[src/rtl/wb_stage_if.sv]
// Bundle between the MEM/WB latch, the decode read ports and the hazard unit
// on one side and the writeback stage on the other.
// master: the pipeline around the stage (drives latch fields and read selects).
// slave:  the writeback stage itself.
interface wb_stage_if #(
  parameter int CNT_W = 32
);
  logic             wb_valid;
  logic [31:0]      dmemload_out;
  logic [31:0]      aluout_out;
  logic [31:0]      npc_out;
  logic [15:0]      imm_out;
  logic [4:0]       dest_out;
  logic [3:0]       WBctrl_out;
  logic [31:0]      instr_out;
  logic [4:0]       rsel1;
  logic [4:0]       rsel2;
  logic [31:0]      rdat1;
  logic [31:0]      rdat2;
  logic             fwd_valid;
  logic [4:0]       fwd_dest;
  logic [31:0]      fwd_data;
  logic             halt;
  logic [CNT_W-1:0] retired;

  modport master (
    output wb_valid, dmemload_out, aluout_out, npc_out, imm_out,
           dest_out, WBctrl_out, instr_out, rsel1, rsel2,
    input  rdat1, rdat2, fwd_valid, fwd_dest, fwd_data, halt, retired
  );

  modport slave (
    input  wb_valid, dmemload_out, aluout_out, npc_out, imm_out,
           dest_out, WBctrl_out, instr_out, rsel1, rsel2,
    output rdat1, rdat2, fwd_valid, fwd_dest, fwd_data, halt, retired
  );
endinterface

[src/rtl/wb_stage.sv]
// Writeback stage: selects the writeback value, owns the 32x32 register file
// with write-through bypass on both decode read ports, publishes the
// forwarding tap, latches HALT and counts retired instructions.
// Optional build macro WB_RETIRE_CNT_EN: when defined the retired-instruction
// counter is built; otherwise retired is tied to zero and no counter flops exist.
module wb_stage #(
  parameter int          CNT_W  = 32,
  parameter logic [31:0] RST_SP = 32'h0000FFFC
) (
  input logic       CLK,
  input logic       nRST,
  wb_stage_if.slave bus
);

  logic [31:0] regs_q [32];
  logic        halt_q;
  logic        halt_d;
  logic [31:0] wbData;
  logic        writeEn;

  // Writeback value from the source-select field of the control word
  always_comb begin
    wbData = bus.aluout_out;
    unique case (bus.WBctrl_out[2:1])
      2'b00:   wbData = bus.aluout_out;
      2'b01:   wbData = bus.dmemload_out;
      2'b10:   wbData = bus.npc_out;
      default: wbData = {bus.imm_out, 16'h0000};
    endcase
  end

  // A write needs a live, non-HALT RegWr to a nonzero register while not halted
  always_comb begin
    writeEn = bus.wb_valid & bus.WBctrl_out[0] & ~bus.WBctrl_out[3]
            & (bus.dest_out != 5'd0) & ~halt_q;
  end

  // Register file storage; r29 comes out of reset holding the initial stack pointer
  always_ff @(posedge CLK or negedge nRST) begin
    if (!nRST) begin
      for (int i = 0; i < 32; i++) begin
        regs_q[i] <= (i == 29) ? RST_SP : 32'h0;
      end
    end else if (writeEn) begin
      regs_q[bus.dest_out] <= wbData;
    end
  end

  // Decode read ports; a same-cycle write to the selected register is bypassed
  always_comb begin
    bus.rdat1 = regs_q[bus.rsel1];
    bus.rdat2 = regs_q[bus.rsel2];
    if (writeEn && (bus.rsel1 == bus.dest_out)) begin
      bus.rdat1 = wbData;
    end
    if (writeEn && (bus.rsel2 == bus.dest_out)) begin
      bus.rdat2 = wbData;
    end
  end

  // Forwarding tap mirrors the write currently in progress
  always_comb begin
    bus.fwd_valid = writeEn;
    bus.fwd_dest  = bus.dest_out;
    bus.fwd_data  = wbData;
  end

  // Halt becomes sticky once a live HALT reaches writeback
  always_comb begin
    halt_d = halt_q | (bus.wb_valid & bus.WBctrl_out[3]);
  end

  // Halt flag register
  always_ff @(posedge CLK or negedge nRST) begin
    if (!nRST) begin
      halt_q <= 1'b0;
    end else begin
      halt_q <= halt_d;
    end
  end

  assign bus.halt = halt_q;

`ifdef WB_RETIRE_CNT_EN
  logic [CNT_W-1:0] retired_q;
  logic [CNT_W-1:0] retired_d;
  logic             retireEn;

  // Live, nonzero instructions retire until halted; the HALT itself still counts
  always_comb begin
    retireEn  = bus.wb_valid & ~halt_q & (bus.instr_out != 32'h0);
    retired_d = retired_q;
    if (retireEn) begin
      retired_d = retired_q + CNT_W'(1);
    end
  end

  // Retired-instruction counter, wrapping naturally at its width
  always_ff @(posedge CLK or negedge nRST) begin
    if (!nRST) begin
      retired_q <= '0;
    end else begin
      retired_q <= retired_d;
    end
  end

  assign bus.retired = retired_q;
`else
  logic unusedRetireInputs;

  assign unusedRetireInputs = ^bus.instr_out;
  assign bus.retired        = '0;
`endif

endmodule

[src/flat_wrapper.sv]
// flat-port wrapper written by rule: the top's interface ports become plain ports
module wb_stage_flat 
#(
  parameter int          CNT_W  = 32,
  parameter logic [31:0] RST_SP = 32'h0000FFFC
)
  (CLK, nRST, bus_wb_valid, bus_dmemload_out, bus_aluout_out, bus_npc_out, bus_imm_out, bus_dest_out, bus_WBctrl_out, bus_instr_out, bus_rsel1, bus_rsel2, bus_rdat1, bus_rdat2, bus_fwd_valid, bus_fwd_dest, bus_fwd_data, bus_halt, bus_retired);
  wb_stage_if #(.CNT_W(CNT_W)) bus_i ();
  input logic CLK;
  input logic nRST;
  input wire logic [$bits(bus_i.wb_valid)-1:0] bus_wb_valid;
  input wire logic [$bits(bus_i.dmemload_out)-1:0] bus_dmemload_out;
  input wire logic [$bits(bus_i.aluout_out)-1:0] bus_aluout_out;
  input wire logic [$bits(bus_i.npc_out)-1:0] bus_npc_out;
  input wire logic [$bits(bus_i.imm_out)-1:0] bus_imm_out;
  input wire logic [$bits(bus_i.dest_out)-1:0] bus_dest_out;
  input wire logic [$bits(bus_i.WBctrl_out)-1:0] bus_WBctrl_out;
  input wire logic [$bits(bus_i.instr_out)-1:0] bus_instr_out;
  input wire logic [$bits(bus_i.rsel1)-1:0] bus_rsel1;
  input wire logic [$bits(bus_i.rsel2)-1:0] bus_rsel2;
  output wire logic [$bits(bus_i.rdat1)-1:0] bus_rdat1;
  output wire logic [$bits(bus_i.rdat2)-1:0] bus_rdat2;
  output wire logic [$bits(bus_i.fwd_valid)-1:0] bus_fwd_valid;
  output wire logic [$bits(bus_i.fwd_dest)-1:0] bus_fwd_dest;
  output wire logic [$bits(bus_i.fwd_data)-1:0] bus_fwd_data;
  output wire logic [$bits(bus_i.halt)-1:0] bus_halt;
  output wire logic [$bits(bus_i.retired)-1:0] bus_retired;
  assign bus_i.wb_valid = bus_wb_valid;
  assign bus_i.dmemload_out = bus_dmemload_out;
  assign bus_i.aluout_out = bus_aluout_out;
  assign bus_i.npc_out = bus_npc_out;
  assign bus_i.imm_out = bus_imm_out;
  assign bus_i.dest_out = bus_dest_out;
  assign bus_i.WBctrl_out = bus_WBctrl_out;
  assign bus_i.instr_out = bus_instr_out;
  assign bus_i.rsel1 = bus_rsel1;
  assign bus_i.rsel2 = bus_rsel2;
  assign bus_rdat1 = bus_i.rdat1;
  assign bus_rdat2 = bus_i.rdat2;
  assign bus_fwd_valid = bus_i.fwd_valid;
  assign bus_fwd_dest = bus_i.fwd_dest;
  assign bus_fwd_data = bus_i.fwd_data;
  assign bus_halt = bus_i.halt;
  assign bus_retired = bus_i.retired;
  wb_stage #(.CNT_W(CNT_W), .RST_SP(RST_SP)) u_core (.CLK(CLK), .nRST(nRST), .bus(bus_i));
endmodule
[config.mk]
export PLATFORM = sky130hd
export DESIGN_NAME = wb_stage_flat
export DESIGN_NICKNAME = d
export VERILOG_FILES = /design/src/rtl/wb_stage_if.sv /design/src/rtl/wb_stage.sv /design/src/flat_wrapper.sv
export SDC_FILE = /design/constraint.sdc
export NUM_CORES = 2
export LEC_CHECK = 0
export BUFFER_PORTS_ARGS = -buffer_cell sky130_fd_sc_hd__buf_2
export CAP_MARGIN = 10
export CORE_AREA = 2 2 305 307
export CTS_CLUSTER_DIAMETER = 60
export DETAILED_ROUTE_END_ITERATION = 7
export DIE_AREA = 0 0 307 309
export MAX_ROUTING_LAYER = met4
export PLACE_DENSITY = 0.78
export SKIP_LAST_GASP = 1
export SYNTH_ARGS = -nofsm -noshare
export SYNTH_HDL_FRONTEND = slang
export SYNTH_SLANG_ARGS = --single-unit
[constraint.sdc]
create_clock -name CLK -period 2.2 [get_ports CLK]
set_input_delay 0.11 -clock CLK [delete_from_list [all_inputs] [get_ports CLK]]
set_output_delay 0.11 -clock CLK [all_outputs]
set_load 0.02 [all_outputs]
; ---- Word-level counts from Yosys, hierarchy flattened
; Cells that the tools add are included.
[word_totals]
register_bits = 1025
input_bits = 166
out_inout_bits = 135
[op_classes]
magnitude_cmp = 4
eq_ne = 4
muxes = 12
bitwise_logic = 11
reduce_logical = 5
[ops]
columns = operator, count
row1 = $bwmux W1024, 1
row2 = $bmux W32 S5, 2
row3 = $mux W32, 7
row4 = $demux W32 S5, 1
row5 = $pmux W32 S3, 1
row6 = $ge A6 B6 Y1 const B, 3
row7 = $not A5 Y6, 3
row8 = $eq A5 B5 Y1, 2
row9 = $lt A6 B1 Y1 const B, 1
row10 = $and A1 B1 Y1, 5
row11 = $reduce_bool A5 Y1, 1
row12 = $logic_and A1 B1 Y1, 3
row13 = $eq A2 B1 Y1 const B, 1
row14 = $eq A2 B2 Y1 const B, 1
row15 = $logic_not A2 Y1, 1
row16 = $not A1 Y1, 2
row17 = $or A1 B1 Y1, 1

; ---- Depth between registers and ports, before layout
[logic_depth]
depth_word = 6
mapped_depth = 9
ltp_nobuf = 5

; ---- Worst setup path before layout
; No wires, ideal clock.
[synth_timing]
path_kind = flip-flop to output port
startpoint = reg u_core.halt_q, in the netlist u_core.bus.halt
endpoint = out bus_rdat2[11]
arrival_time_ns = 2.202
slack_ns = -0.112
path_stages_with_launch = 7
path_buffers = 2
cell_sequence = dfrtp_1 > nand4bb_1 > buf_2 > a21o_1 > nor4_4 > buf_4 > mux2i_1
[synth_via]
elab_chain_cells = 4
[synth_rtl]
columns = item, line
row1 = from (decl), wb_stage.sv:16  ; logic halt_q;
row2 = from (signal assigned), wb_stage.sv:78  ; halt_q <= halt_d;
row3 = $not A1 Y1, wb_stage.sv:35  ; & (bus.dest_out != 5'd0) & ~halt_q;
row4 = $and A1 B1 Y1, wb_stage.sv:35
row5 = $logic_and A1 B1 Y1, wb_stage.sv:56  ; if (writeEn && (bus.rsel2 == bus.dest_out)) begin
row6 = $mux W32, wb_stage.sv:56
row7 = to (decl), flat_wrapper.sv:22  ; output wire logic [$bits(bus_i.rdat2)-1:0] bus_rdat2;
; No other way between the ends.

; ---- Worst setup path after layout
[layout_timing]
startpoint = reg u_core.halt_q, in the netlist u_core.bus.halt
endpoint = out bus_rdat2[20]
; Same word-level chain as after synthesis.

==> reports/metrics.csv <==
metric,value,unit
Core Area,0.0914,sq mm
Synth Area in Adders,0,%
Layout Nets,5591,
CTS max path bufs,3,
CTS tree,done,
setup TNS,-44.53,ns
crit path launch type,flip-flop,
Max Slew Vio Count,0,
Hold Crit Class,in2reg,
I/O pin count,301,
Yosys top cell area share,46.4,%
Tcrit/Tclk final,137,%
Simple-Gate Fraction of Synth Area,9.51,%
Die Ht,309,microns
GP Congestion,0.932,
clk slew on worst S/H paths,0.06,ns
CP arrival,2.90,ns
H-tree lvl count,3,
"reg-to-reg slack, setup",-0.01,ns
final WL,197000,microns
dpl cells,6462,
"Req. time, crit path",2.09,ns
status,"finished, violations left",
Post-Route Skew,0.0214,ns
endpoints failing setup,66,
relative max-transition margin,47.8,%
RSZ-0062 raised after global routing,true,
Initial Utilization,59.7,%
Max-Cap Viols,0,
number of enable flip-flop cells after synthesis,0,
final worst slack,-0.814,ns
Achievable Freq,332,MHz
R2R Path Start,u_core.bus.halt$_DFF_PN0_,
post-synthesis sequential area ratio,47.1,%
Place WS,-0.727,ns
Fin. Hold Viols,0,
Layout area overhead,19.4,%
vias in the first global route,48200,
Die Area,0.0949,sq mm
asr flop ratio synth,100,%
CTS buffer count,104,
areal power density over the cells,662,mW/mm^2
crit path time final,3.01,ns
clock root buffer,clkbuf_16,
"antenna viol nets, final",0,
later-pin clock latency in the skew report,0.70,ns
largest net degree at the start of global routing,95,
routed length per instance,29.4,microns
DR iter-0 viols,7826,
worst path cell trace,nand4bb_4 -> a21o_1 -> buf_6 -> nor4_4 -> buf_12 -> buf_16 -> mux2i_4 -> buf_6,
"Top cell by count, worst path",buf_6,
Synthesis Warnings,0,
first-pass GRT wire length,293000,microns
worst setup path startpoint,u_core.bus.halt$_DFF_PN0_,
CTS sink cnt,1025,
slowest cell on the critical path,dfrtp_2,
ys flop type,dfrtp_1,
Leakage,0.0283,uW
total gr overflow,0,
Synth Area in Compound Gates,15.4,%
worst vdd ir,0.744,mV
Setup crit end,bus_rdat2[20],
synthesized flop and latch total,1025,
DP HPWL,117000,microns
drt drc,0,
violated checks,negative setup slack,
commonest cells in the synthesized netlist,"nand2_1, dfrtp_1, o21ai_0",
crit path max fanout,8,
post-synthesis cell type count,57,
leading post-synthesis cells by cell area,"dfrtp_1, mux4_2, o21ai_0",
DR vias/cell,7.17,
Crit Path Category,reg2out,
row cnt,111,
router iterations before antenna repair,8,
measured slew at the worst slew-check pin,0.783,ns
"Avg Cell Area, Syn",10.5,sq um
XOR/XNOR Fraction of Synth Area,0.161,%
critical path's largest stage delay,0.43,ns
top cell type by total area after synthesis,dfrtp_1,
layout cells sized above 1,28.7,%
Post-Syn Area,0.0545,sq mm
FF-to-FF path depth,7,
Mapped Cells,5180,
post-synthesis mux area share,22.5,%
die width,307,microns
antenna violations before repair,3,
final hold slack,0.0290,ns
IO buf count,236,
Finished Layout Cells,6703,
FF-to-FF End,u_core.regs_q[916]$_DFFE_PN0P_,
gr usage total,42.8,%
largest family of logic cells by synthesized area,multiplexers,
CP endpoint kind,primary output,
most common cell in the netlist,nand2_1,
Vias,48000,
## cell type report
class                   instances  area, sq um
well taps                    1186         1480
diodes                          3         7.51
flip-flops and latches       1025        25700
repair buffers                702         7040
inverters                      38          145
clock inverters                37          495
clock buffers                 158         3100
fillers                      5952        26300
multi-input cells            3554        27200
## worst min path at each step
stage,start,end,slack (ns),cells after the start
2_1_floorplan,nRST,u_core.bus.halt$_DFF_PN0_,-0.19,0
3_5_place_dp,nRST,u_core.regs_q[345]$_DFFE_PN0P_,0.08,1
3_3_place_gp,nRST,u_core.regs_q[345]$_DFFE_PN0P_,0.06,1
6_report,bus_npc_out[6],u_core.regs_q[102]$_DFFE_PN0P_,0.03,4
4_1_cts,bus_npc_out[6],u_core.regs_q[102]$_DFFE_PN0P_,0.003,4
5_1_grt,bus_npc_out[1],u_core.regs_q[481]$_DFFE_PN0P_,0.04,4
## cell families (layout without fill, tap and decap cells)
logic type | Yosys count | in the layout
AO/OA/AOI/OAI | 1508 | 1508
XOR/XNOR | 10 | 10
buffers and inverters | 632 | 935
flip-flops | 1025 | 1025
multiplexers | 723 | 723
other | 1 | 35
AND/OR/NAND/NOR | 1281 | 1281
## through the flow
stage	cell area (sq um)	utilization [%]	total power (uW)
after floorplan	54900	-	21900
after global placement	59900	65.5	24200
after detailed placement	59900	65.5	24300
after CTS	64900	71.0	42800
after global routing	65100	71.3	44000
final	65100	71.3	43100
## placed cells by master, fill, tap and decap left out, drive strengths merged, types with 35 or more instances in the layout
master,n
o21ai,1055
mux4,391
o221ai,35
clkbuf,158
a21oi,144
o22ai,78
dfrtp,1011
nand2,1166
buf,690
a22oi,71
mux2i,208
inv,40
mux2,124
## power breakdown
| part | switching [uW] | internal, uW | leakage (uW) |
|---|---|---|---|
| registers | 123 | 19000 | 0.0142 |
| logic | 3310 | 1920 | 0.0123 |
| clock network | 7760 | 11000 | 0.00176 |
| total | 11200 | 31900 | 0.0283 |
## sequential cells by signal, indices dropped and copies added (netlist names)
signal           flops
u_core.regs_q     1024
u_core.bus.halt      1
## what timing repair did
item	CTS	global route
resized for setup	204	45
pin swaps	30	30
hold endpoints to repair	660	0
cloned	4	0
setup buffers	28	13
setup endpoints to repair	64	65
hold buffers	13	0
## critical path, delay by kind of cell (launching register included)
kind | cells | cell delay, ns
buffers and inverters | 4 | 0.71
muxes | 1 | 0.31
and+or+nand+nor | 2 | 0.52
DFF | 1 | 0.43
AOI/OAI and AO/OA | 1 | 0.24
## layer usage
layer / up-vias / track usage, % / routed length (microns)
met5: - / - / 0
met4: 0 / 29.2 / 16100
met3: 1256 / 14.9 / 29900
met2: 4260 / 61.2 / 85800
met1: 23400 / 51.3 / 65500
li1: 19200 / - / -
No activity file was read; power rests on OpenSTA's default activity.
